File: src/rtl/sw_pkg.sv
// Shared types and constants for the stopwatch control stage.
package sw_pkg;

    typedef enum logic [1:0] {
        IDLE  = 2'd0,
        RUN   = 2'd1,
        PAUSE = 2'd2,
        CLEAR = 2'd3
    } sw_state_t;

    // Number of cycles cnt_nrst is held low when clearing the digit chain.
    localparam int CLR_CYC = 2;

    // Counter width able to hold 0..n-1, never less than one bit.
    function automatic int sw_clog2(input int n);
        int w;
        w = 1;
        while ((1 << w) < n) begin
            w = w + 1;
        end
        return w;
    endfunction

endpackage

File: src/rtl/sw_ctrl_if.sv
// Button inputs and digit-chain control outputs of the stopwatch control stage.
// There is no handshake: buttons are raw levels, up is a one-cycle strobe seen only while en=1.
interface sw_ctrl_if;
    import sw_pkg::*;

    logic      btn_ss;
    logic      btn_clr;
    logic      en;
    logic      up;
    logic      cnt_nrst;
    sw_state_t state;
    logic      frz;

    modport master (
        output btn_ss,
        output btn_clr,
        input  en,
        input  up,
        input  cnt_nrst,
        input  state,
        input  frz
    );

    modport slave (
        input  btn_ss,
        input  btn_clr,
        output en,
        output up,
        output cnt_nrst,
        output state,
        output frz
    );

endinterface

File: src/rtl/sw_debounce.sv
// Two-flop synchroniser, debounce counter and single-cycle press pulse for one button.
module sw_debounce
    import sw_pkg::*;
#(
    parameter int DB_CYC = 2
) (
    input  logic clk,
    input  logic rst,
    input  logic i_btn,
    output logic o_press
);

    localparam int CW = sw_clog2(DB_CYC);

    logic [1:0]    r_sync;
    logic          r_level;
    logic          r_press;
    logic [CW-1:0] r_cnt;
    logic          w_synced;
    logic          w_done;

    assign w_synced = r_sync[1];
    // The counter only runs while a change is pending; it commits once stable for DB_CYC cycles.
    assign w_done   = (w_synced != r_level) && (r_cnt == CW'(DB_CYC - 1));

    always_ff @(posedge clk or posedge rst) begin
        if (rst) begin
            r_sync  <= 2'b00;
            r_level <= 1'b0;
            r_press <= 1'b0;
            r_cnt   <= '0;
        end else begin
            r_sync  <= {r_sync[0], i_btn};
            r_press <= w_done & w_synced;
            if (w_synced == r_level) begin
                r_cnt <= '0;
            end else if (w_done) begin
                r_level <= w_synced;
                r_cnt   <= '0;
            end else begin
                r_cnt <= r_cnt + CW'(1);
            end
        end
    end

    assign o_press = r_press;

endmodule

File: src/rtl/sw_ctrl.sv
// Stopwatch control: debounced buttons, IDLE/RUN/PAUSE/CLEAR FSM and TICK_HZ prescaler.
// Define SW_LAP_HOLD_EN to enable the lap-hold display freeze (frz) toggled by clr in RUN.
module sw_ctrl
    import sw_pkg::*;
#(
    parameter int CLK_HZ  = 27000000,
    parameter int TICK_HZ = 100,
    parameter int DB_MS   = 10
) (
    input  logic    clk,
    input  logic    rst,
    sw_ctrl_if.slave bus
);

    localparam int DIV    = CLK_HZ / TICK_HZ;
    localparam int DB_CYC = CLK_HZ / 1000 * DB_MS;
    localparam int PW     = sw_clog2(DIV);

    sw_state_t     r_state;
    sw_state_t     w_state_nx;
    logic          r_en;
    logic          r_cnt_nrst;
    logic          r_clr_cnt;
    logic          w_clr_cnt_nx;
    logic [PW-1:0] r_pc;
    logic [PW-1:0] w_pc_nx;
    logic          w_ss_press;
    logic          w_clr_press;
    logic          w_tick;

    sw_debounce #(.DB_CYC(DB_CYC)) u_db_ss (
        .clk     (clk),
        .rst     (rst),
        .i_btn   (bus.btn_ss),
        .o_press (w_ss_press)
    );

    sw_debounce #(.DB_CYC(DB_CYC)) u_db_clr (
        .clk     (clk),
        .rst     (rst),
        .i_btn   (bus.btn_clr),
        .o_press (w_clr_press)
    );

    assign w_tick = (r_state == RUN) && (r_pc == PW'(DIV - 1));

    always_comb begin
        w_state_nx   = r_state;
        w_clr_cnt_nx = 1'b0;
        case (r_state)
            IDLE: begin
                if (w_clr_press) begin
                    w_state_nx = CLEAR;
                end else if (w_ss_press) begin
                    w_state_nx = RUN;
                end
            end
            RUN: begin
                if (w_ss_press) begin
                    w_state_nx = PAUSE;
                end
            end
            PAUSE: begin
                if (w_clr_press) begin
                    w_state_nx = CLEAR;
                end else if (w_ss_press) begin
                    w_state_nx = RUN;
                end
            end
            CLEAR: begin
                // Presses are ignored here; the chain is held in clear for CLR_CYC cycles.
                if (r_clr_cnt == 1'(CLR_CYC - 1)) begin
                    w_state_nx = IDLE;
                end else begin
                    w_clr_cnt_nx = r_clr_cnt + 1'b1;
                end
            end
            default: w_state_nx = IDLE;
        endcase
    end

    // Prescaler keeps its phase across PAUSE so resume neither loses nor adds a tick.
    always_comb begin
        w_pc_nx = '0;
        case (r_state)
            RUN:     w_pc_nx = w_tick ? '0 : r_pc + PW'(1);
            PAUSE:   w_pc_nx = r_pc;
            default: w_pc_nx = '0;
        endcase
    end

    always_ff @(posedge clk or posedge rst) begin
        if (rst) begin
            r_state    <= IDLE;
            r_en       <= 1'b0;
            r_cnt_nrst <= 1'b0;
            r_clr_cnt  <= 1'b0;
            r_pc       <= '0;
        end else begin
            r_state    <= w_state_nx;
            r_en       <= (w_state_nx == RUN);
            r_cnt_nrst <= (w_state_nx != CLEAR);
            r_clr_cnt  <= w_clr_cnt_nx;
            r_pc       <= w_pc_nx;
        end
    end

`ifdef SW_LAP_HOLD_EN
    logic r_frz;
    logic w_frz_nx;

    always_comb begin
        w_frz_nx = r_frz;
        if (r_state == RUN && w_state_nx == RUN && w_clr_press) begin
            w_frz_nx = ~r_frz;
        end
        if (w_state_nx != RUN) begin
            w_frz_nx = 1'b0;
        end
    end

    always_ff @(posedge clk or posedge rst) begin
        if (rst) begin
            r_frz <= 1'b0;
        end else begin
            r_frz <= w_frz_nx;
        end
    end

    assign bus.frz = r_frz;
`else
    assign bus.frz = 1'b0;
`endif

    assign bus.en       = r_en;
    assign bus.up       = w_tick;
    assign bus.cnt_nrst = r_cnt_nrst;
    assign bus.state    = r_state;

endmodule

File: src/flat_wrapper.sv
// flat-port wrapper written by rule: the top's interface ports become plain ports
module sw_ctrl_flat import sw_pkg::*;
#(
    parameter int CLK_HZ  = 27000000,
    parameter int TICK_HZ = 100,
    parameter int DB_MS   = 10
)
  (clk, rst, bus_btn_ss, bus_btn_clr, bus_en, bus_up, bus_cnt_nrst, bus_state, bus_frz);
  sw_ctrl_if bus_i ();
  input  logic clk;
  input  logic rst;
  input wire logic [$bits(bus_i.btn_ss)-1:0] bus_btn_ss;
  input wire logic [$bits(bus_i.btn_clr)-1:0] bus_btn_clr;
  output wire logic [$bits(bus_i.en)-1:0] bus_en;
  output wire logic [$bits(bus_i.up)-1:0] bus_up;
  output wire logic [$bits(bus_i.cnt_nrst)-1:0] bus_cnt_nrst;
  output wire logic [$bits(bus_i.state)-1:0] bus_state;
  output wire logic [$bits(bus_i.frz)-1:0] bus_frz;
  assign bus_i.btn_ss = bus_btn_ss;
  assign bus_i.btn_clr = bus_btn_clr;
  assign bus_en = bus_i.en;
  assign bus_up = bus_i.up;
  assign bus_cnt_nrst = bus_i.cnt_nrst;
  assign bus_state = bus_i.state;
  assign bus_frz = bus_i.frz;
  sw_ctrl #(.CLK_HZ(CLK_HZ), .TICK_HZ(TICK_HZ), .DB_MS(DB_MS)) u_core (.clk(clk), .rst(rst), .bus(bus_i));
endmodule
File: config.mk
export PLATFORM = sky130hd
export DESIGN_NAME = sw_ctrl_flat
export DESIGN_NICKNAME = d
export VERILOG_FILES = /design/src/rtl/sw_pkg.sv /design/src/rtl/sw_ctrl_if.sv /design/src/rtl/sw_debounce.sv /design/src/rtl/sw_ctrl.sv /design/src/flat_wrapper.sv
export SDC_FILE = /design/constraint.sdc
export NUM_CORES = 1
export LEC_CHECK = 0
export CELL_PAD_IN_SITES_DETAIL_PLACEMENT = 0
export CELL_PAD_IN_SITES_GLOBAL_PLACEMENT = 1
export CORE_ASPECT_RATIO = 0.7
export CORE_UTILIZATION = 45
export CTS_BUF_LIST = sky130_fd_sc_hd__clkbuf_16
export DETAILED_ROUTE_END_ITERATION = 8
export GPL_TIMING_DRIVEN = 1
export PLACE_DENSITY_LB_ADDON = 0.1
export RECOVER_POWER = 25
export SYNTH_ARGS = -nofsm -noshare
export SYNTH_HDL_FRONTEND = slang
export SYNTH_SLANG_ARGS = --single-unit
File: constraint.sdc
create_clock -name clk -period 2.2 [get_ports clk]
set_input_delay 0.22 -clock clk [delete_from_list [all_inputs] [get_ports clk]]
set_output_delay 0.22 -clock clk [all_outputs]
set_load 0.05 [all_outputs]
# == After elaboration in Yosys (flattened, before gate mapping) ==
# Index checks and enable logic that the tools add are counted.
# word_totals
ff_bits,70
elab_cells,53
in_bits,4
output_inout_bits,6
# op_classes
n_reduce_logical,7
mux,13
n_eq_ne,12
addsub,4
bitwise_logic,4
# ops
op,count
$mux W19,5
$add A19 B1 Y19 const B,3
$eq A19 B19 Y1 const B,3
$pmux W19 S2,1
$mux W2,4
$pmux W2 S3,1
$eq A2 B1 Y1 const B,2
$eq A2 B2 Y1 const B,2
$reduce_and A2 Y1,2
$logic_and A1 B1 Y1,3
$and A1 B1 Y1,2
$eq A1 B1 Y1,2
$logic_not A2 Y1,1
$mux W1,2
$ne A1 B1 Y1,2
$ne A2 B2 Y1 const B,1
$not A1 Y1,2
$reduce_or A2 Y1,1
$add A1 B1 Y1 const B,1

# == Longest topological paths before layout ==
# Gate-level depths: netlist of run 1.
# depth
ltp_word,4
depth_mapped,7
depth_no_buf,6

# == Modules after synthesis ==
# A second synthesis of run 1 with hierarchy kept.
# unflattened
cells_unflattened,361
hier_area_um2,3626.0
# by_module_without_submodules
mod,area_per_inst_um2,instances,cells_per_inst
sw_debounce,1164.9,2,108
sw_ctrl,1296.2,1,145

# == Worst setup path before layout of run 1 ==
# OpenSTA, ideal clock, no wires.
# synth_timing
path_type,register to output
start,reg u_core.r_pc[0]
end,out bus_up
arrival_ps,2542
setup_slack_ps,-562
stages_incl_launch_ff,6
path_buffers,0
cell_sequence,dfrtp_1 ha_1 nand3_1 nor3b_1 nand3_1 nor4_1
# synth_via
elab_chain_cells,2
# synth_lines
item,line_no,text
"start, declared",sw_ctrl.sv:25,logic [PW-1:0] r_pc;
"start signal, assigned",sw_ctrl.sv:104,r_pc <= w_pc_nx;
$eq A19 B19 Y1,sw_ctrl.sv:45,assign w_tick = (r_state == RUN) && (r_pc == PW'(DIV - 1));
$logic_and A1 B1 Y1,sw_ctrl.sv:45,
"end, declared",flat_wrapper.sv:15,output wire logic [$bits(bus_i.up)-1:0] bus_up;
# Every way passes these cells.

# == Final worst setup path of run 1 ==
# Same ends and word-level chain as after synthesis.

==> parameters.txt, run 1 <==
Parameter                              Value

Setup path
  Reg2reg setup slack ... ~180 ps
  Classification of the worst setup path ... reg2out
  Number of buffer and inverter stages on the critical path ... 1
  Kind of cell adding the most delay to the critical path ... simple AND/OR/NAND/NOR gates
  Max Fanout on Critical Path ... 5
  Critical path capture point type ... output pin
  Crit-path cells ... ha_4 > nand3_1 > nor3b_1 > nand3_1 > nor4_4 > buf_12
  Type of origin of the critical path ... flop
  Library cell contributing the largest single delay on the critical path ... sky130_fd_sc_hd__dfrtp_1
  Most used cell, CP ... sky130_fd_sc_hd__nand3_1
  Crit path arrival time ... ~1900 ps
  Required time at the worst-slack endpoint ... 1980 ps
  Slowest Stage Delay on Critical Path ... 410 ps

Worst hold path
  Tightest Hold Check Type ... reg2reg

Place
  GP Congestion ... 0.873
  Cell Count Post-Placement ... 465
  Area after detailed placement ... approximately 0.0037 mm^2
  Number of port buffers ... 8
  HPWL Detailed ... 4870 um

Global route
  Number of antenna violations at the first check in global routing ... 0
  Wire length of the first global-routing pass ... 11,900 um
  Maximum number of pins on one net before global-route repair ... 38
  Overall track demand over capacity in global routing ... 0.201
  Total congestion overflow after global routing ... 0
  Number of global-route vias before repair ... 2,347

CTS
  Insertion delay to the later sink of the worst-skew pair ... 330 ps
  Clock Tree Buf Depth ... 2
  Level count of the clock H-tree ... 3
  Clock input transition at the sequential cells of the worst setup and hold paths ... 60 ps
  Clock tree from TritonCTS ... built
  Clock tree root driver cell ... sky130_fd_sc_hd__clkbuf_16
  Total CTS buffers ... 9
  # hold bufs at CTS ... 0
  Number of sinks on the clock net ... 70

Logic synthesis
  List of most frequent post-synthesis cells ... 70 x sky130_fd_sc_hd__dfrtp_1, 58 x sky130_fd_sc_hd__nor2_1, 32 x sky130_fd_sc_hd__nand3_1
  Mean post-synth cell area ... between 9 and 10 um^2
  Share of the synthesized area in the top cell type ... 0.508
  Netlist area before placement ... 0.00345 mm^2
  Sequential share of the synthesized area ... 0.508
  Distinct cells, synth ... 47
  Post-synth net total ... about 360
  Count leader, synth ... sky130_fd_sc_hd__dfrtp_1
  Most area-consuming cells after synthesis ... sky130_fd_sc_hd__dfrtp_1 51%, sky130_fd_sc_hd__nor2_1 6.3%, sky130_fd_sc_hd__xor2_1 5.1%, sky130_fd_sc_hd__nand3_1 4.6%, sky130_fd_sc_hd__xnor2_1 4.3%
  Ys Warns ... 0
  Synth async-reset ratio ... 1.00
  Post-Syn Instances ... 354
  Top FF cell, synth ... sky130_fd_sc_hd__dfrtp_1
  Flops & latches, synth ... 70
  Biggest area consumer among synthesized cells ... sky130_fd_sc_hd__dfrtp_1
  Post-synth EDFFs ... 0

Route
  First-pass detailed-route iteration total ... 5
  DRC ... 0
  Vias per inst ... 5.29
  Initial drt markers ... 156
  Average wire per standard cell ... 14.5 um
  Number of antenna-violating nets in the routed design ... 0
  Routed Wire Length ... 6970 um
  Via count ... 2,551

Timing
  Fin Setup TNS ... 0 ps
  Number of hold violations in the final report ... 0
  Final worst path period share ... 0.960
  Final count of negative-setup-slack endpoints ... 0
  Final worst path period need ... 2110 ps
  Max Clk Rate ... 473 MHz
  Least-Margin Pin Slew ... just over 900 ps
  Total count of max-transition violations in the final report ... 0
  Clk_skew ... 9.08 ps
  RSZ-0062 raised after global routing ... false
  Worst slew slack as a fraction of its limit ... 0.390

Floorplanning
  Initial core utilization ... 0.469
  Die outline area ... 0.00802 mm^2
  Number of rows created at floorplan ... 26
  Ports ... 10
  Area of the core ... 0.00735 mm^2
  Die span in x ... 107 um
  Chip height ... between 70 and 80 um

Power
  Leakage Power ... 1.73 nW
  Relative contribution of combinational cells to total power ... 0.022
  Net Sw Frac ... 0.202
  Power Internal ... roughly 2.4 mW
  Net switching power ... 614 uW
  Largest voltage drop on the vdd net ... roughly 560 uV
  Pwr per Cell Area ... 744 mW/mm^2
  Part of the total power dissipated in sequential elements ... 0.431
  Clock power share ... 0.547

Status
  Run status ... finished, final reports clean

Layout
  Post-route design area ... 0.00409 mm^2
  Share of cells above drive strength 1 ... 0.125
  Area added between synthesis and finish ... 18.6%
  Post-layout instance count excluding filler cells ... 482
  Count of inserted antenna diode cells ... 0
  Net total in the final layout ... 386

Job
  Max capacitance violation total ... 0
==> power groups by stage <==
stage	logic (mW)	registers, mW	clock network (mW)
finish	0.0660	1.31	1.67
global route	0.0788	1.31	1.75
CTS	0.0739	1.31	1.71
detailed placement	0.0733	1.33	0
global placement	0.0741	1.33	0
floorplan	0.0500	1.33	0
==> metal layers <==
layer | GRT usage | up-vias | wire length (um)
li1 | - | 1291 | -
met1 | 0.301 | 1204 | 3810
met2 | 0.261 | 54 | 2730
met3 | 0.0719 | 2 | 388
met4 | 0.0731 | 0 | 29
met5 | 0 | - | 0
==> repair_timing <==
| item | CTS | global route |
|---|---|---|
| setup buffers | 0 | 1 |
| pin swaps | 1 | 0 |
| setup endpoints to repair | 1 | 1 |
| gates resized for setup | 1 | 2 |
| hold endpoints to repair | 0 | 0 |
==> metrics by stage <==
stage	total power, mW	utilization	setup WS, ps	hold WS [ps]
finish	3.04	0.556	87.8	351
global route	3.14	0.556	9.19	354
floorplan	1.38	-	212	251
detailed placement	1.41	0.508	201	341
CTS	3.10	0.556	3.27	198
global placement	1.41	0.508	245	340
==> path summary, 6_finish.rpt <==
| kind | from | endpoint | cells past startpoint |
|---|---|---|---|
| hold / removal | u_core.u_db_ss.r_sync[0]$_DFF_PP0_ | u_core.u_db_ss.r_sync[1]$_DFF_PP0_ | 0 |
| setup reg to reg | u_core.r_pc[15]$_DFFE_PP0N_ | u_core.r_pc[11]$_DFFE_PP0N_ | 5 |
| hold reg to reg | u_core.u_db_ss.r_sync[0]$_DFF_PP0_ | u_core.u_db_ss.r_sync[1]$_DFF_PP0_ | 0 |
| min in group asynchronous | rst | u_core.u_db_clr.r_cnt[11]$_DFF_PP0_ | 2 |
| setup / recovery | u_core.r_pc[0]$_DFFE_PP0N_ | bus_up | 6 |
| max in group asynchronous | rst | u_core.r_pc[1]$_DFFE_PP0N_ | 3 |
==> cell usage in the layout, fill, tap and decap left out, types with 3 or more instances in the layout <==
cell type,n
sky130_fd_sc_hd__bufinv_16,3
sky130_fd_sc_hd__clkinvlp_4,3
sky130_fd_sc_hd__inv_1,12
sky130_fd_sc_hd__buf_4,15
sky130_fd_sc_hd__xor2_1,20
sky130_fd_sc_hd__nand2_1,22
sky130_fd_sc_hd__dlygate4sd3_1,3
sky130_fd_sc_hd__clkdlybuf4s50_1,4
sky130_fd_sc_hd__and3_1,5
sky130_fd_sc_hd__o21ai_0,8
sky130_fd_sc_hd__o21ai_1,5
sky130_fd_sc_hd__or3_1,8
sky130_fd_sc_hd__dfrtp_1,69
sky130_fd_sc_hd__a21oi_2,4
sky130_fd_sc_hd__nor4_1,5
sky130_fd_sc_hd__nand2b_1,3
sky130_fd_sc_hd__a22o_1,3
sky130_fd_sc_hd__and4_1,3
sky130_fd_sc_hd__nor3_1,12
sky130_fd_sc_hd__nand3_1,32
sky130_fd_sc_hd__a21o_1,4
sky130_fd_sc_hd__clkbuf_16,9
sky130_fd_sc_hd__nand4_1,18
sky130_fd_sc_hd__nor2_1,58
sky130_fd_sc_hd__nor2b_1,3
sky130_fd_sc_hd__xnor2_1,17
==> cell families after synthesis <==
family,count (synthesis),share of synthesized area
AOI/OAI and AO/OA,34,0.0700
buffers and inverters,22,0.0316
and+or+nand+nor,183,0.272
adders and majority gates,3,0.0109
muxes,4,0.0123
DFF,70,0.508
xor gates and xnor gates,37,0.0940
other,1,0.00109
==> sequential cells by signal (all words and copies together) (netlist names) <==
register                 cells
u_core.bus.state             2
u_core.r_clr_cnt             1
u_core.bus.cnt_nrst          1
u_core.u_db_clr.r_cnt       19
u_core.u_db_clr.r_sync       2
u_core.bus.en                1
u_core.r_pc                 19
u_core.u_db_clr.o_press      1
u_core.u_db_ss.r_level       1
u_core.u_db_clr.r_level      1
u_core.u_db_ss.o_press       1
u_core.u_db_ss.r_sync        2
u_core.u_db_ss.r_cnt        19
==> final cells by class <==
class	count	area, um^2
clock buffer	9	225
clock inverter	7	121
fill	677	3260
inverter	12	45.0
multi-input combinational	262	1620
sequential	70	1750
tap	98	123
timing repair buffer	24	208
Note: power is estimated with default switching activity, not from simulation.
==> run 2: changes to the inputs <==
clock period = 2 ns   (was 2.2 ns; I/O delays follow)
==> parameters.txt, run 2 (same netlist as run 1, synthesis figures left out) <==
Parameter                              Value

Power
  Net switching power ... 625 uW (+1.7%)
  Net Sw Frac ... 0.206 (+0.00444)
  Clock power share ... 0.496 (-0.051)
  Pwr per Cell Area ... 726 mW/mm^2 (-2.4%)
  Leakage Power ... 1.78 nW (+2.5%)
  Power Internal ... 2.40 mW (-1.1%)
  Largest voltage drop on the vdd net ... 420 uV (-25%)
  Part of the total power dissipated in sequential elements ... 0.477 (+0.046)
  Relative contribution of combinational cells to total power ... 0.027 (+0.005)

Global route
  Layer carrying the most global-route usage ... met1
  Total congestion overflow after global routing ... 0 (unchanged)
  GR met2 Demand/Resource ... 0.242 (-0.0186)
  Met3 layer usage reported by global route ... 0.0537 (-0.0182)
  GR met1 Demand/Resource ... 0.312 (+0.0108)
  Number of global-route vias before repair ... 2,286 (-2.6%)
  Overall track demand over capacity in global routing ... 0.195 (-0.00579)
  Maximum number of pins on one net before global-route repair ... 23 (-39%)
  Number of antenna violations at the first check in global routing ... 0 (unchanged)
  Wire length of the first global-routing pass ... 11,700 um (-2.2%)

Timing
  Least-Margin Pin Slew ... 869 ps (-45.7 ps)
  Final worst path period share ... 0.984
  RSZ-0062 raised after global routing ... true
  Final count of negative-setup-slack endpoints ... 0 (unchanged)
  Clk_skew ... 7.72 ps (-1.36 ps)
  Total count of max-transition violations in the final report ... 0 (unchanged)
  Max Clk Rate ... ~510 MHz
  Number of hold violations in the final report ... 0 (unchanged)
  Worst slew slack as a fraction of its limit ... 0.420 (+0.0298)
  Final Worst Setup Slack ... 32.9 ps (-54.9 ps)
  Final worst path period need ... slightly below 2000 ps

Route
  Via count ... 2,608 (+2.2%)
  First-pass detailed-route iteration total ... 4 (-1)
  DRC ... 0 (unchanged)
  Initial drt markers ... 154 (-1.3%)
  Number of antenna-violating nets in the routed design ... 0 (unchanged)
  Vias per inst ... 5.32 (+0.57%)
  Average wire per standard cell ... 14.3 um (-0.80%)
  Routed Wire Length ... 7030 um (+0.85%)

Layout
  Post-route design area ... 0.00417 mm^2 (+2.0%)
  Largest registers ranked by flip-flop count ... u_core.r_pc x19, u_core.u_db_clr.r_cnt x19, u_core.u_db_ss.r_cnt x19
  Sequential cell area ... 0.00175 mm^2 (unchanged)
  Count of inserted antenna diode cells ... 0 (unchanged)
  Leading cell type in the layout, fill and taps excluded ... sky130_fd_sc_hd__dfrtp_1
  Area of the multi-input gates ... 0.00167 mm^2 (+3.2%)
  Most frequent cells in the layout ... 69 x sky130_fd_sc_hd__dfrtp_1, 57 x sky130_fd_sc_hd__nor2_1, 30 x sky130_fd_sc_hd__nand3_1
  Layout fillers ... 656 (-3.1%)
  Area added between synthesis and finish ... 20.9%
  Share of cells above drive strength 1 ... 0.148 (+0.0230)
  Net total in the final layout ... 394 (+2.1%)

Setup path
  Classification of the worst setup path ... reg2out
  Reg2reg end ... u_core.r_pc[1]$_DFFE_PP0N_
  Reg2reg setup slack ... 100 ps (-80 ps)
  Crit path arrival time ... 1770 ps (-120 ps)
  Required time at the worst-slack endpoint ... 1800 ps (-180 ps)
  Launching element of the worst setup path ... u_core.r_pc[0]$_DFFE_PP0N_
  Number of cells traversed by the worst register-to-register path ... 6 (+1)
  Critical path capture point type ... output pin
  Setup crit end ... bus_up
  Max Fanout on Critical Path ... 3 (-2)
  Type of origin of the critical path ... flop
  Critical R2R Launch ... u_core.r_pc[17]$_DFFE_PP0N_

CTS
  Level count of the clock H-tree ... 3 (unchanged)
  Number of sinks on the clock net ... 70 (unchanged)
  Clock tree from TritonCTS ... built
  Insertion delay to the later sink of the worst-skew pair ... 330 ps (about the same)
  Clock tree root driver cell ... sky130_fd_sc_hd__clkbuf_16
  Clock input transition at the sequential cells of the worst setup and hold paths ... 50 ps (about the same)
  Total CTS buffers ... 9 (unchanged)
  Clock Tree Buf Depth ... 2 (unchanged)

Floorplanning
  Ports ... 10 (unchanged)
  Area of the core ... 0.00735 mm^2 (unchanged)
  Die outline area ... 0.00802 mm^2 (unchanged)
  Chip height ... 75.2 um (unchanged)
  Number of rows created at floorplan ... 26 (unchanged)
  Initial core utilization ... 0.469 (unchanged)
  Die span in x ... 107 um (unchanged)

Place
  Number of port buffers ... 8 (unchanged)
  GP Congestion ... 0.844 (-3.3%)
  Area after detailed placement ... 0.00378 mm^2 (+1.1%)
  Setup WS pre-CTS ... 103 ps (-98.3 ps)
  HPWL Detailed ... 5000 um (+2.5%)

Status
  Run status ... finished, final reports clean

Job
  Max capacitance violation total ... 0 (unchanged)

Worst hold path
  Tightest Hold Check Type ... reg2reg
[run 2: per-stage QoR]
step | util | TNS [ps] | cells | hold slack [ps] | total power, mW
after floorplan | - | 0 | 354 | 231 | 1.52
after global placement | 0.514 | 0 | 467 | 335 | 1.56
after detailed placement | 0.514 | 0 | 467 | 341 | 1.56
after CTS | 0.560 | 0 | 487 | 230 | 3.07
after global routing | 0.567 | -254 | 490 | 355 | 3.13
final | 0.567 | 0 | 490 | 351 | 3.03
[run 2: power by group through the flow]
stage | Sequential [mW] | Combinational, mW | Clock, mW
2_1_floorplan | 1.47 | 0.0551 | 0
3_5_place_dp | 1.47 | 0.0888 | 0
3_3_place_gp | 1.47 | 0.0891 | 0
6_report | 1.44 | 0.0806 | 1.50
4_1_cts | 1.44 | 0.0893 | 1.54
5_1_grt | 1.45 | 0.0954 | 1.59
[run 2: worst min-delay path by stage]
stage | to | startpoint | slack, ps | cells past startpoint
floorplan | u_core.u_db_clr.r_sync[0]$_DFF_PP0_ | bus_btn_clr | 230 | 0
global placement | u_core.u_db_ss.r_sync[1]$_DFF_PP0_ | u_core.u_db_ss.r_sync[0]$_DFF_PP0_ | 340 | 0
detailed placement | u_core.u_db_ss.r_sync[1]$_DFF_PP0_ | u_core.u_db_ss.r_sync[0]$_DFF_PP0_ | 340 | 0
CTS | u_core.u_db_ss.r_cnt[12]$_DFF_PP0_ | rst | 230 | 2
global route | u_core.u_db_ss.r_sync[1]$_DFF_PP0_ | u_core.u_db_ss.r_sync[0]$_DFF_PP0_ | 350 | 0
finish | u_core.u_db_ss.r_sync[1]$_DFF_PP0_ | u_core.u_db_ss.r_sync[0]$_DFF_PP0_ | 350 | 0
[run 2: critical path: stages (launching register included)]
cell,delay (ps)
sky130_fd_sc_hd__dfrtp_1,390
sky130_fd_sc_hd__ha_4,170
sky130_fd_sc_hd__nand3_4,80
sky130_fd_sc_hd__nor3b_2,180
sky130_fd_sc_hd__nand3_2,110
sky130_fd_sc_hd__nor4_4,330
sky130_fd_sc_hd__buf_12,180
[run 2: metal layers]
layer | vias to the layer above | share of wire
met1 | 1247 | 0.56
met3 | 9 | 0.044
met4 | 0 | 0.012
met5 | - | 0
li1 | 1308 | -
met2 | 44 | 0.38
[run 2: area by class of cell]
cell class                      instances  area share
Tap cell                               98      0.0294
Sequential cell                        70       0.420
Timing Repair Buffer                   32      0.0720
Inverter                               12      0.0108
Multi-Input combinational cell        262       0.400
Clock buffer                            9      0.0540
Clock inverter                          7      0.0138
[run 2: repair_timing]
| item | CTS | global route |
|---|---|---|
| setup buffers | 4 | 3 |
| setup endpoints to repair | 1 | 12 |
| resized for setup | 5 | 9 |
| pin swaps | 3 | 8 |
| hold buffers | 0 | 0 |
==> run 3: changes to the inputs <==
--- a/config.mk
+++ b/config.mk
@@ -7,2 +7,3 @@
 export LEC_CHECK = 0
+export CAP_MARGIN = 20
 export CELL_PAD_IN_SITES_DETAIL_PLACEMENT = 0
--- a/constraint.sdc
+++ b/constraint.sdc
@@ -3,2 +3,2 @@
 set_output_delay 0.2 -clock clk [all_outputs]
-set_load 0.05 [all_outputs]
+set_load 0.1 [all_outputs]
==> parameters.txt, run 3 (same netlist as run 1, synthesis figures left out) <==
Parameter                              Value

Layout
  Most frequent cells in the layout ... 67 x sky130_fd_sc_hd__dfrtp_1, 58 x sky130_fd_sc_hd__nor2_1, 30 x sky130_fd_sc_hd__nand3_1
  Net total in the final layout ... 388 (-1.5%)
  Count of inserted antenna diode cells ... 0 (unchanged)
  Share of cells above drive strength 1 ... 0.158 (+0.0101)
  Post-layout instance count excluding filler cells ... 484 (-1.2%)
  Largest registers ranked by flip-flop count ... u_core.r_pc x19, u_core.u_db_clr.r_cnt x19, u_core.u_db_ss.r_cnt x19
  Area added between synthesis and finish ... 19.8%
  Leading cell type in the layout, fill and taps excluded ... sky130_fd_sc_hd__dfrtp_1

Setup path
  Max Fanout on Critical Path ... 5 (+2)
  Critical R2R Launch ... u_core.r_pc[14]$_DFFE_PP0N_
  Crit path arrival time ... 1730 ps (-40 ps)
  Launching element of the worst setup path ... u_core.r_pc[0]$_DFFE_PP0N_
  Type of origin of the critical path ... flop
  Required time at the worst-slack endpoint ... 1800 ps (about the same)
  Classification of the worst setup path ... reg2out
  Critical path capture point type ... output pin

CTS
  # hold bufs at CTS ... 0 (unchanged)
  Clock tree root driver cell ... sky130_fd_sc_hd__clkbuf_16
  Clock tree from TritonCTS ... built
  Clock input transition at the sequential cells of the worst setup and hold paths ... 60 ps (about the same)
  Clock Tree Buf Depth ... 2 (unchanged)
  Insertion delay to the later sink of the worst-skew pair ... 330 ps (about the same)
  Level count of the clock H-tree ... 3 (unchanged)
  Number of sinks on the clock net ... 70 (unchanged)
  Total CTS buffers ... 9 (unchanged)

Global route
  Number of antenna violations at the first check in global routing ... 0 (unchanged)
  Wire length of the first global-routing pass ... 11,800 um (+1.4%)
  Overall track demand over capacity in global routing ... 0.195 (+0.000235)
  Number of global-route vias before repair ... 2,303 (+0.74%)
  Maximum number of pins on one net before global-route repair ... 36 (+57%)
  Total congestion overflow after global routing ... 0 (unchanged)

Place
  Number of port buffers ... 8 (unchanged)
  GP Congestion ... 0.783 (-7.3%)
  Cell Count Post-Placement ... 467 (unchanged)
  Setup WS pre-CTS ... 138 ps (+35.1 ps)
  HPWL Detailed ... 4990 um (about the same)

Route
  Via count ... 2,592 (-0.61%)
  Initial drt markers ... 136 (-12%)
  Vias per inst ... 5.36 (+0.62%)
  First-pass detailed-route iteration total ... 4 (unchanged)
  Routed Wire Length ... 6960 um (-1.0%)
  Number of antenna-violating nets in the routed design ... 0 (unchanged)
  DRC ... 0 (unchanged)
  Average wire per standard cell ... 14.4 um (+0.23%)

Floorplanning
  Ports ... 10 (unchanged)
  Number of rows created at floorplan ... 26 (unchanged)
  Die span in x ... 107 um (unchanged)
  Chip height ... 75.2 um (unchanged)
  Initial core utilization ... 0.469 (unchanged)
  Die outline area ... 0.00802 mm^2 (unchanged)
  Area of the core ... 0.00735 mm^2 (unchanged)

Timing
  Final count of negative-setup-slack endpoints ... 0 (unchanged)
  Final worst path period share ... 0.965 (-0.0181)
  Total count of max-transition violations in the final report ... 0 (unchanged)
  Clk_skew ... 6.27 ps (-1.45 ps)
  Final Worst Setup Slack ... 69.1 ps (+36.3 ps)
  Max Clk Rate ... 518 MHz (+1.9%)
  Least-Margin Pin Slew ... 758 ps (-111 ps)
  RSZ-0062 raised after global routing ... true
  Number of hold violations in the final report ... 0 (unchanged)
  Final worst path period need ... 1930 ps (-36.3 ps)
  Worst slew slack as a fraction of its limit ... 0.494 (+0.0744)

Power
  Largest voltage drop on the vdd net ... 498 uV (+19%)
  Pwr per Cell Area ... 779 mW/mm^2 (+7.3%)
  Leakage Power ... 1.75 nW (-1.5%)
  Tot Pwr ... 3.22 mW (+6.3%)

Status
  Run status ... finished, final reports clean

Worst hold path
  Tightest Hold Check Type ... reg2reg
  Source of the worst hold timing path ... u_core.u_db_clr.r_sync[0]$_DFF_PP0_

Job
  Max capacitance violation total ... 0 (unchanged)
## run 3: what timing repair did
action / in CTS / in global routing
pin swaps: 1 / 0
resized for setup: 2 / 4
buffers inserted: 1 / 0
setup endpoints to repair: 1 / 1
## run 3: stage by stage
step | cell area (um^2) | hold slack [ps] | util | setup TNS, ps
floorplan | 3500 | 231 | - | -513
global placement | 3770 | 332 | 0.513 | 0
detailed placement | 3780 | 335 | 0.514 | 0
CTS | 4130 | 200 | 0.561 | 0
global route | 4130 | 354 | 0.562 | -103
finish | 4130 | 346 | 0.562 | 0
## run 3: final timing paths
kind,to,slack (ps),cells after the start
worst max register to register,u_core.r_pc[17]$_DFFE_PP0N_,140,6
max in group asynchronous,u_core.bus.state[1]$_DFF_PP0_,350,3
worst max-delay path,bus_up,70,6
worst min-delay path,u_core.u_db_clr.r_sync[1]$_DFF_PP0_,350,0
min in group asynchronous,u_core.u_db_clr.r_cnt[0]$_DFF_PP0_,420,2
worst min register to register,u_core.u_db_clr.r_sync[1]$_DFF_PP0_,350,0
## run 3: cell type report
type	instances	area [um^2]
clock buffers	9	225
clock inverters	7	97.6
fillers	715	3220
inverters	12	45.0
multi-input cells	262	1660
flip-flops and latches	70	1760
well taps	98	123
repair buffers	26	229
## run 3: where the power goes
part / total (mW) / internal (mW) / switching [mW]
sequential: 1.44 / 1.43 / 0.0121
clock: 1.70 / 1.09 / 0.603
combinational: 0.0787 / 0.0223 / 0.0563
## run 3: routing by layer
metal	track usage	vias up	wire, um
met3	0.0511	9	207
met2	0.272	37	2850
met5	0	-	0
met1	0.293	1250	3810
met4	0.0654	0	86
li1	-	1296	-
## run 3: critical path, cell delays in order (launching register included)
cell and delay [ps]:
sky130_fd_sc_hd__dfrtp_2 410, sky130_fd_sc_hd__ha_4 180, sky130_fd_sc_hd__nand3_4 90, sky130_fd_sc_hd__nor3b_4 190, sky130_fd_sc_hd__nand3_2 120, sky130_fd_sc_hd__nor4_4 200
sky130_fd_sc_hd__buf_12 210
